==> src/rtl/uart_pkg.sv <==
// Shared types and helpers for the UART receive path.
// Pure declarations; no logic, no latency, no backpressure.
package uart_pkg;

  typedef enum logic [2:0] {
    IDLE   = 3'd0,
    START  = 3'd1,
    DATA   = 3'd2,
    PARITY = 3'd3,
    STOP   = 3'd4
  } rx_state_t;

  localparam logic LINE_IDLE = 1'b1;

  // fifo_count must represent 0..depth inclusive
  function automatic int count_width(input int depth);
    return $clog2(depth) + 1;
  endfunction

endpackage

==> src/rtl/uart_fifo.sv <==
// Circular-buffer FIFO; write visible on valid/count one cycle after push.
// Push while full is accepted only together with a pop; pop while empty is ignored.
module uart_fifo
  import uart_pkg::*;
#(
  parameter int WIDTH = 8,
  parameter int DEPTH = 4
) (
  input  logic                           clk,
  input  logic                           rst,
  input  logic                           push_i,
  input  logic [WIDTH-1:0]               push_data_i,
  input  logic                           pop_i,
  output logic                           valid_o,
  output logic [WIDTH-1:0]               data_o,
  output logic [count_width(DEPTH)-1:0]  count_o,
  output logic                           full_o
);

  localparam int AW = $clog2(DEPTH);

  logic [WIDTH-1:0] mem_q [DEPTH];
  logic [AW:0]      wr_ptr_q, rd_ptr_q;
  logic             do_push, do_pop;

  assign valid_o = (wr_ptr_q != rd_ptr_q);
  assign full_o  = (wr_ptr_q[AW] != rd_ptr_q[AW]) && (wr_ptr_q[AW-1:0] == rd_ptr_q[AW-1:0]);
  assign count_o = wr_ptr_q - rd_ptr_q;
  assign data_o  = mem_q[rd_ptr_q[AW-1:0]];

  assign do_pop  = pop_i && valid_o;
  assign do_push = push_i && (!full_o || do_pop);

  always_ff @(posedge clk) begin
    if (rst) begin
      wr_ptr_q <= '0;
      rd_ptr_q <= '0;
      for (int i = 0; i < DEPTH; i++) mem_q[i] <= '0;
    end else begin
      if (do_push) begin
        mem_q[wr_ptr_q[AW-1:0]] <= push_data_i;
        wr_ptr_q                <= wr_ptr_q + 1'b1;
      end
      if (do_pop) rd_ptr_q <= rd_ptr_q + 1'b1;
    end
  end

endmodule

==> src/rtl/uart_rx_fifo.sv <==
// UART receiver feeding a valid/ready FIFO; word visible one cycle after the stop sample.
// Optional even parity bit under `UART_RX_PARITY_EN; a full FIFO without a pop drops the word.
module uart_rx_fifo
  import uart_pkg::*;
#(
  parameter int CLOCKS_PER_BIT = 3,
  parameter int DATA_BITS      = 8,
  parameter int FIFO_DEPTH     = 4
) (
  input  logic                                clk,
  input  logic                                rst,
  input  logic                                ser_rx,
  output logic [DATA_BITS-1:0]                out_data,
  output logic                                out_valid,
  input  logic                                out_ready,
  output logic [count_width(FIFO_DEPTH)-1:0]  fifo_count,
  output logic                                err_frame,
  output logic                                err_parity,
  output logic                                err_overflow
);

  localparam int CW = $clog2(CLOCKS_PER_BIT);
  localparam int SW = $clog2(DATA_BITS + 1);
  localparam logic [CW-1:0] CNT_LAST = CW'(CLOCKS_PER_BIT - 1);
  localparam logic [CW-1:0] CNT_HALF = CW'(CLOCKS_PER_BIT / 2 - 1);
  localparam logic [SW-1:0] BIT_LAST = SW'(DATA_BITS - 1);

  logic                 sync1_q, sync2_q;
  rx_state_t            state_q, state_d;
  logic [CW-1:0]        cnt_q, cnt_d;
  logic [SW-1:0]        bitn_q, bitn_d;
  logic [DATA_BITS-1:0] shreg_q, shreg_d;
  logic                 armed_q, armed_d;
  logic                 err_frame_q, err_frame_d;
  logic                 err_ovf_q;
  logic                 push_req, pop, fifo_full;
`ifdef UART_RX_PARITY_EN
  logic                 par_err_q, par_err_d;
  logic                 err_par_q, err_par_d;
`endif

  assign pop = out_valid && out_ready;

  always_comb begin
    state_d     = state_q;
    cnt_d       = cnt_q;
    bitn_d      = bitn_q;
    shreg_d     = shreg_q;
    armed_d     = armed_q;
    err_frame_d = 1'b0;
    push_req    = 1'b0;
`ifdef UART_RX_PARITY_EN
    par_err_d   = par_err_q;
    err_par_d   = 1'b0;
`endif
    case (state_q)
      // armed_q is cleared by a framing error so a held-low break waits for a new falling edge
      IDLE: begin
        cnt_d  = '0;
        bitn_d = '0;
`ifdef UART_RX_PARITY_EN
        par_err_d = 1'b0;
`endif
        if (sync2_q == LINE_IDLE) armed_d = 1'b1;
        else if (armed_q)         state_d = START;
      end
      START: begin
        if (cnt_q == CNT_HALF) begin
          cnt_d   = '0;
          state_d = (sync2_q == LINE_IDLE) ? IDLE : DATA;
        end else begin
          cnt_d = cnt_q + 1'b1;
        end
      end
      DATA: begin
        if (cnt_q == CNT_LAST) begin
          cnt_d   = '0;
          shreg_d = {sync2_q, shreg_q[DATA_BITS-1:1]};
          if (bitn_q == BIT_LAST) begin
            bitn_d = '0;
`ifdef UART_RX_PARITY_EN
            state_d = PARITY;
`else
            state_d = STOP;
`endif
          end else begin
            bitn_d = bitn_q + 1'b1;
          end
        end else begin
          cnt_d = cnt_q + 1'b1;
        end
      end
`ifdef UART_RX_PARITY_EN
      PARITY: begin
        if (cnt_q == CNT_LAST) begin
          cnt_d   = '0;
          state_d = STOP;
          if (sync2_q != ^shreg_q) begin
            par_err_d = 1'b1;
            err_par_d = 1'b1;
          end
        end else begin
          cnt_d = cnt_q + 1'b1;
        end
      end
`endif
      STOP: begin
        if (cnt_q == CNT_LAST) begin
          cnt_d   = '0;
          state_d = IDLE;
          if (sync2_q != LINE_IDLE) begin
            err_frame_d = 1'b1;
            armed_d     = 1'b0;
`ifdef UART_RX_PARITY_EN
          end else if (!par_err_q) begin
`else
          end else begin
`endif
            push_req = 1'b1;
          end
        end else begin
          cnt_d = cnt_q + 1'b1;
        end
      end
      default: state_d = IDLE;
    endcase
  end

  always_ff @(posedge clk) begin
    if (rst) begin
      sync1_q     <= LINE_IDLE;
      sync2_q     <= LINE_IDLE;
      state_q     <= IDLE;
      cnt_q       <= '0;
      bitn_q      <= '0;
      shreg_q     <= '0;
      armed_q     <= 1'b1;
      err_frame_q <= 1'b0;
      err_ovf_q   <= 1'b0;
`ifdef UART_RX_PARITY_EN
      par_err_q   <= 1'b0;
      err_par_q   <= 1'b0;
`endif
    end else begin
      sync1_q     <= ser_rx;
      sync2_q     <= sync1_q;
      state_q     <= state_d;
      cnt_q       <= cnt_d;
      bitn_q      <= bitn_d;
      shreg_q     <= shreg_d;
      armed_q     <= armed_d;
      err_frame_q <= err_frame_d;
      err_ovf_q   <= push_req && fifo_full && !pop;
`ifdef UART_RX_PARITY_EN
      par_err_q   <= par_err_d;
      err_par_q   <= err_par_d;
`endif
    end
  end

  assign err_frame    = err_frame_q;
  assign err_overflow = err_ovf_q;
`ifdef UART_RX_PARITY_EN
  assign err_parity   = err_par_q;
`else
  assign err_parity   = 1'b0;
`endif

  uart_fifo #(
    .WIDTH (DATA_BITS),
    .DEPTH (FIFO_DEPTH)
  ) u_fifo (
    .clk         (clk),
    .rst         (rst),
    .push_i      (push_req),
    .push_data_i (shreg_q),
    .pop_i       (pop),
    .valid_o     (out_valid),
    .data_o      (out_data),
    .count_o     (fifo_count),
    .full_o      (fifo_full)
  );

endmodule

==> config.mk <==
export PLATFORM = sky130hd
export DESIGN_NAME = uart_rx_fifo
export DESIGN_NICKNAME = d
export VERILOG_FILES = /design/src/rtl/uart_pkg.sv /design/src/rtl/uart_fifo.sv /design/src/rtl/uart_rx_fifo.sv
export SDC_FILE = /design/constraint.sdc
export NUM_CORES = 1
export LEC_CHECK = 0
export ABC_AREA = 0
export CAP_MARGIN = 5
export CORE_MARGIN = 4
export CORE_UTILIZATION = 50
export DETAILED_ROUTE_END_ITERATION = 8
export PLACE_DENSITY = 0.66
export SYNTH_ARGS = -nofsm -noshare
export SYNTH_HDL_FRONTEND = slang
export SYNTH_HIERARCHICAL = 1
export SYNTH_SLANG_ARGS = --single-unit
export TNS_END_PERCENT = 10
==> constraint.sdc <==
create_clock -name clk -period 3.1 [get_ports clk]
set_input_delay 0.62 -clock clk [delete_from_list [all_inputs] [get_ports clk]]
set_output_delay 0.62 -clock clk [all_outputs]
set_load 0.01 [all_outputs]
==> metrics <==
Hold Fails Final Rpt 0; Synth area leader edfxtp_1; cts-stage hold buffer count 0; count leader, synth nor2_1; Via-to-Cell Ratio 5.32; Worst Path Arrival 2.19 ns; Die Y 84.1 um; TritonRoute pass-1 iters 4; Lkg Pwr ~0.0011 uW; effective utilization at floorplan about half; via count 1938; simple logic cell fraction of the synthesized area 17.7%; DR WL/cell approximately 15 um; DP Wirelength 3840 um; Synth top area share approximately a third; Post-synth EDFFs 32; clock sinks 62; pin count of the biggest net entering global routing 34; Synth area leaders edfxtp_1, dfxtp_1, mux4_2, nor2_1, nand2_1; Synth Area in Compound Gates around 10%; Skew-Pair Late Insertion Delay about 0.33 ns; mux cell area share after synthesis 8.26%; Fillers 475; Root Driver clkbuf_8; # DRC 0; adder-cell area share of the yosys netlist under 10%; routed wire length between 5000 and 6000 um; Fmax roughly 360 MHz; FFs w/ async S/R, synth 0%; initial antenna violation count 0; Critical Path Source Type register; CTS Buf Count 9; clk_skew just under 0.009 ns; Seq cells post-synth 62; global-route wire length before repair 9000 um; outcome completed; total track usage 16.4%; largest family of logic cells by synthesized area simple AND/OR/NAND/NOR gates; Post-synth top cells nor2_1, nand2_1, edfxtp_1, dfxtp_1, inv_1; slowest library cell on the worst path clkdlybuf4s50_1; Worst-path clk slew around 0.070 ns; dominant synthesized flop cell edfxtp_1; max incr delay on CP 0.55 ns; vias in the first global route 1865; number of placed I/O pins 19; Post-CTS Resized 0; Die Width ~84 um; Power Density 497 nW/um2; delay-heaviest family, CP buffers and inverters; warnings from Yosys 6; required time worst endpoint approximately 2.5 ns; syn avg cell area 10.9 um2; synthesized instance count approximately 270; CTS tree built; grt ovf 0; Max-slew headroom between 60% and 70%; core area 5570 um2; Area Overhead vs Synth 14.8%; Tcrit/Tclk final 90.5%; Iter 0 DRT Violations 127; worst path cell trace inv_1 -> ha_1 -> fa_1 -> xnor2_1 -> clkdlybuf4s50_1; Final Setup Violations 0; Port Buf Inserts 17; share of cells above drive strength 1 roughly 15%; Final GP Congestion 0.779; syn_nets between 200 and 300; ANT nets after route 0; peak supply drop 0.000243 V; post-synthesis sequential area ratio 54.0%; worst setup path category reg -> out; Hold Path Class reg -> reg; Critical Path End Type output pin; RSZ-0062 raised after global routing no; MaxCap Viol Count 0; CTS Buffer Depth 2; fin crit period 2.81 ns; power consumption 1650 uW; setup TNS 0 ns; CTS H-tree depth 3; Synth Cell Area around 2900 um2; setup bufs post-CTS 0; row cnt 27; largest fanout on the critical path 5; XOR/XNOR share of the synthesized area 0.605%; slew at the pin closest to its max-slew limit 0.533 ns; die area 7070 um2; Buf/Inv on CP 2; n_diodes 0; Slew Limit Fails 0; Final nets 301; Unique masters post-synth 49
[final cells by class]
class	instances	area (um2)	share of cell area [%]
flip-flops and latches	62	1560	47.0
multi-input cells	177	1210	36.4
repair buffers	24	223	6.70
clock buffers	9	124	3.73
well taps	72	90.1	2.71
clock inverters	7	65.1	1.96
inverters	13	48.8	1.47
[worst register-to-register path, stage by stage (launching register included)]
cell	delay, ns
dfxtp_1	0.38
inv_1	0.15
ha_1	0.38
nand3_1	0.13
and2_1	0.22
nand3b_1	0.38
o2111ai_2	0.27
buf_4	0.19
nand2_1	0.21
[worst paths after layout]
path                                            to  slack [ns]  cells past startpoint                             from
setup reg to reg  u_fifo/mem_q[2][3]$_SDFFCE_PN0P_        0.48                      8  u_fifo/wr_ptr_q[0]$_SDFFE_PP0P_
setup / recovery                     fifo_count[2]        0.29                      5  u_fifo/wr_ptr_q[0]$_SDFFE_PP0P_
hold / removal                  sync2_q$_SDFF_PP1_        0.41                      1               sync1_q$_SDFF_PP1_
hold reg to reg                 sync2_q$_SDFF_PP1_        0.41                      1               sync1_q$_SDFF_PP1_
[through the flow]
| stage | utilization [%] | std cells | area (um2) | hold WS, ns | setup WS [ns] |
|---|---|---|---|---|---|
| floorplan | - | 265 | 2890 | 0.389 | 0.392 |
| global placement | 56.2 | 348 | 3130 | 0.392 | 0.600 |
| detailed placement | 56.2 | 348 | 3130 | 0.394 | 0.489 |
| CTS | 59.6 | 364 | 3320 | 0.411 | 0.263 |
| global route | 59.6 | 364 | 3320 | 0.442 | 0.156 |
| finish | 59.6 | 364 | 3320 | 0.411 | 0.293 |
[placed cells by master, fill, tap and decap left out, types with 2 or more instances in the layout]
cell and n:
a21oi_1 12, a22oi_1 6, and2_1 3, and2b_1 2, buf_4 7, clkbuf_8 9
clkdlybuf4s50_1 17, clkinv_2 4, clkinvlp_4 2, dfxtp_1 30, edfxtp_1 32, ha_1 9
inv_1 13, mux2_2 3, mux4_2 8, nand2_1 34, nand3_1 4, nand3b_1 2
nor2_1 41, nor2b_1 8, nor3_1 5, nor4_1 2, o2111ai_1 2, o2111ai_2 3
o21ai_0 4, o21ai_2 2, o31ai_1 3, or2_2 2, xnor2_1 2
[sequential cells by signal (all words and copies together) (netlist names), named ones only]
name,flops
err_overflow,1
shreg_q,8
u_fifo/rd_ptr_q,3
cnt_q,2
sync1_q,1
state_q,3
armed_q,1
err_frame,1
u_fifo/wr_ptr_q,3
sync2_q,1
bitn_q,4
u_fifo/mem_q,32
[where the power goes]
part	switching (uW)	internal, uW
sequential	9.06	878
combinational	48.0	38.3
clock	314	365
total	371	1280
[logic make-up after synthesis]
family                     Yosys count
other                                1
DFF                                 62
adders and majority gates           11
xor gates and xnor gates             2
AOI/OAI and AO/OA                   41
and+or+nand+nor                    109
muxes                               13
buffers and inverters               26
[metal layers]
layer / vias to the layer above / track usage [%] / wire length, um
li1: 978 / - / -
met1: 930 / 20.8 / 2520
met2: 26 / 26.5 / 2690
met3: 4 / 3.16 / 187
met4: 0 / 8.33 / 44
met5: - / 0 / 0
(Power assumes the default switching activity.)
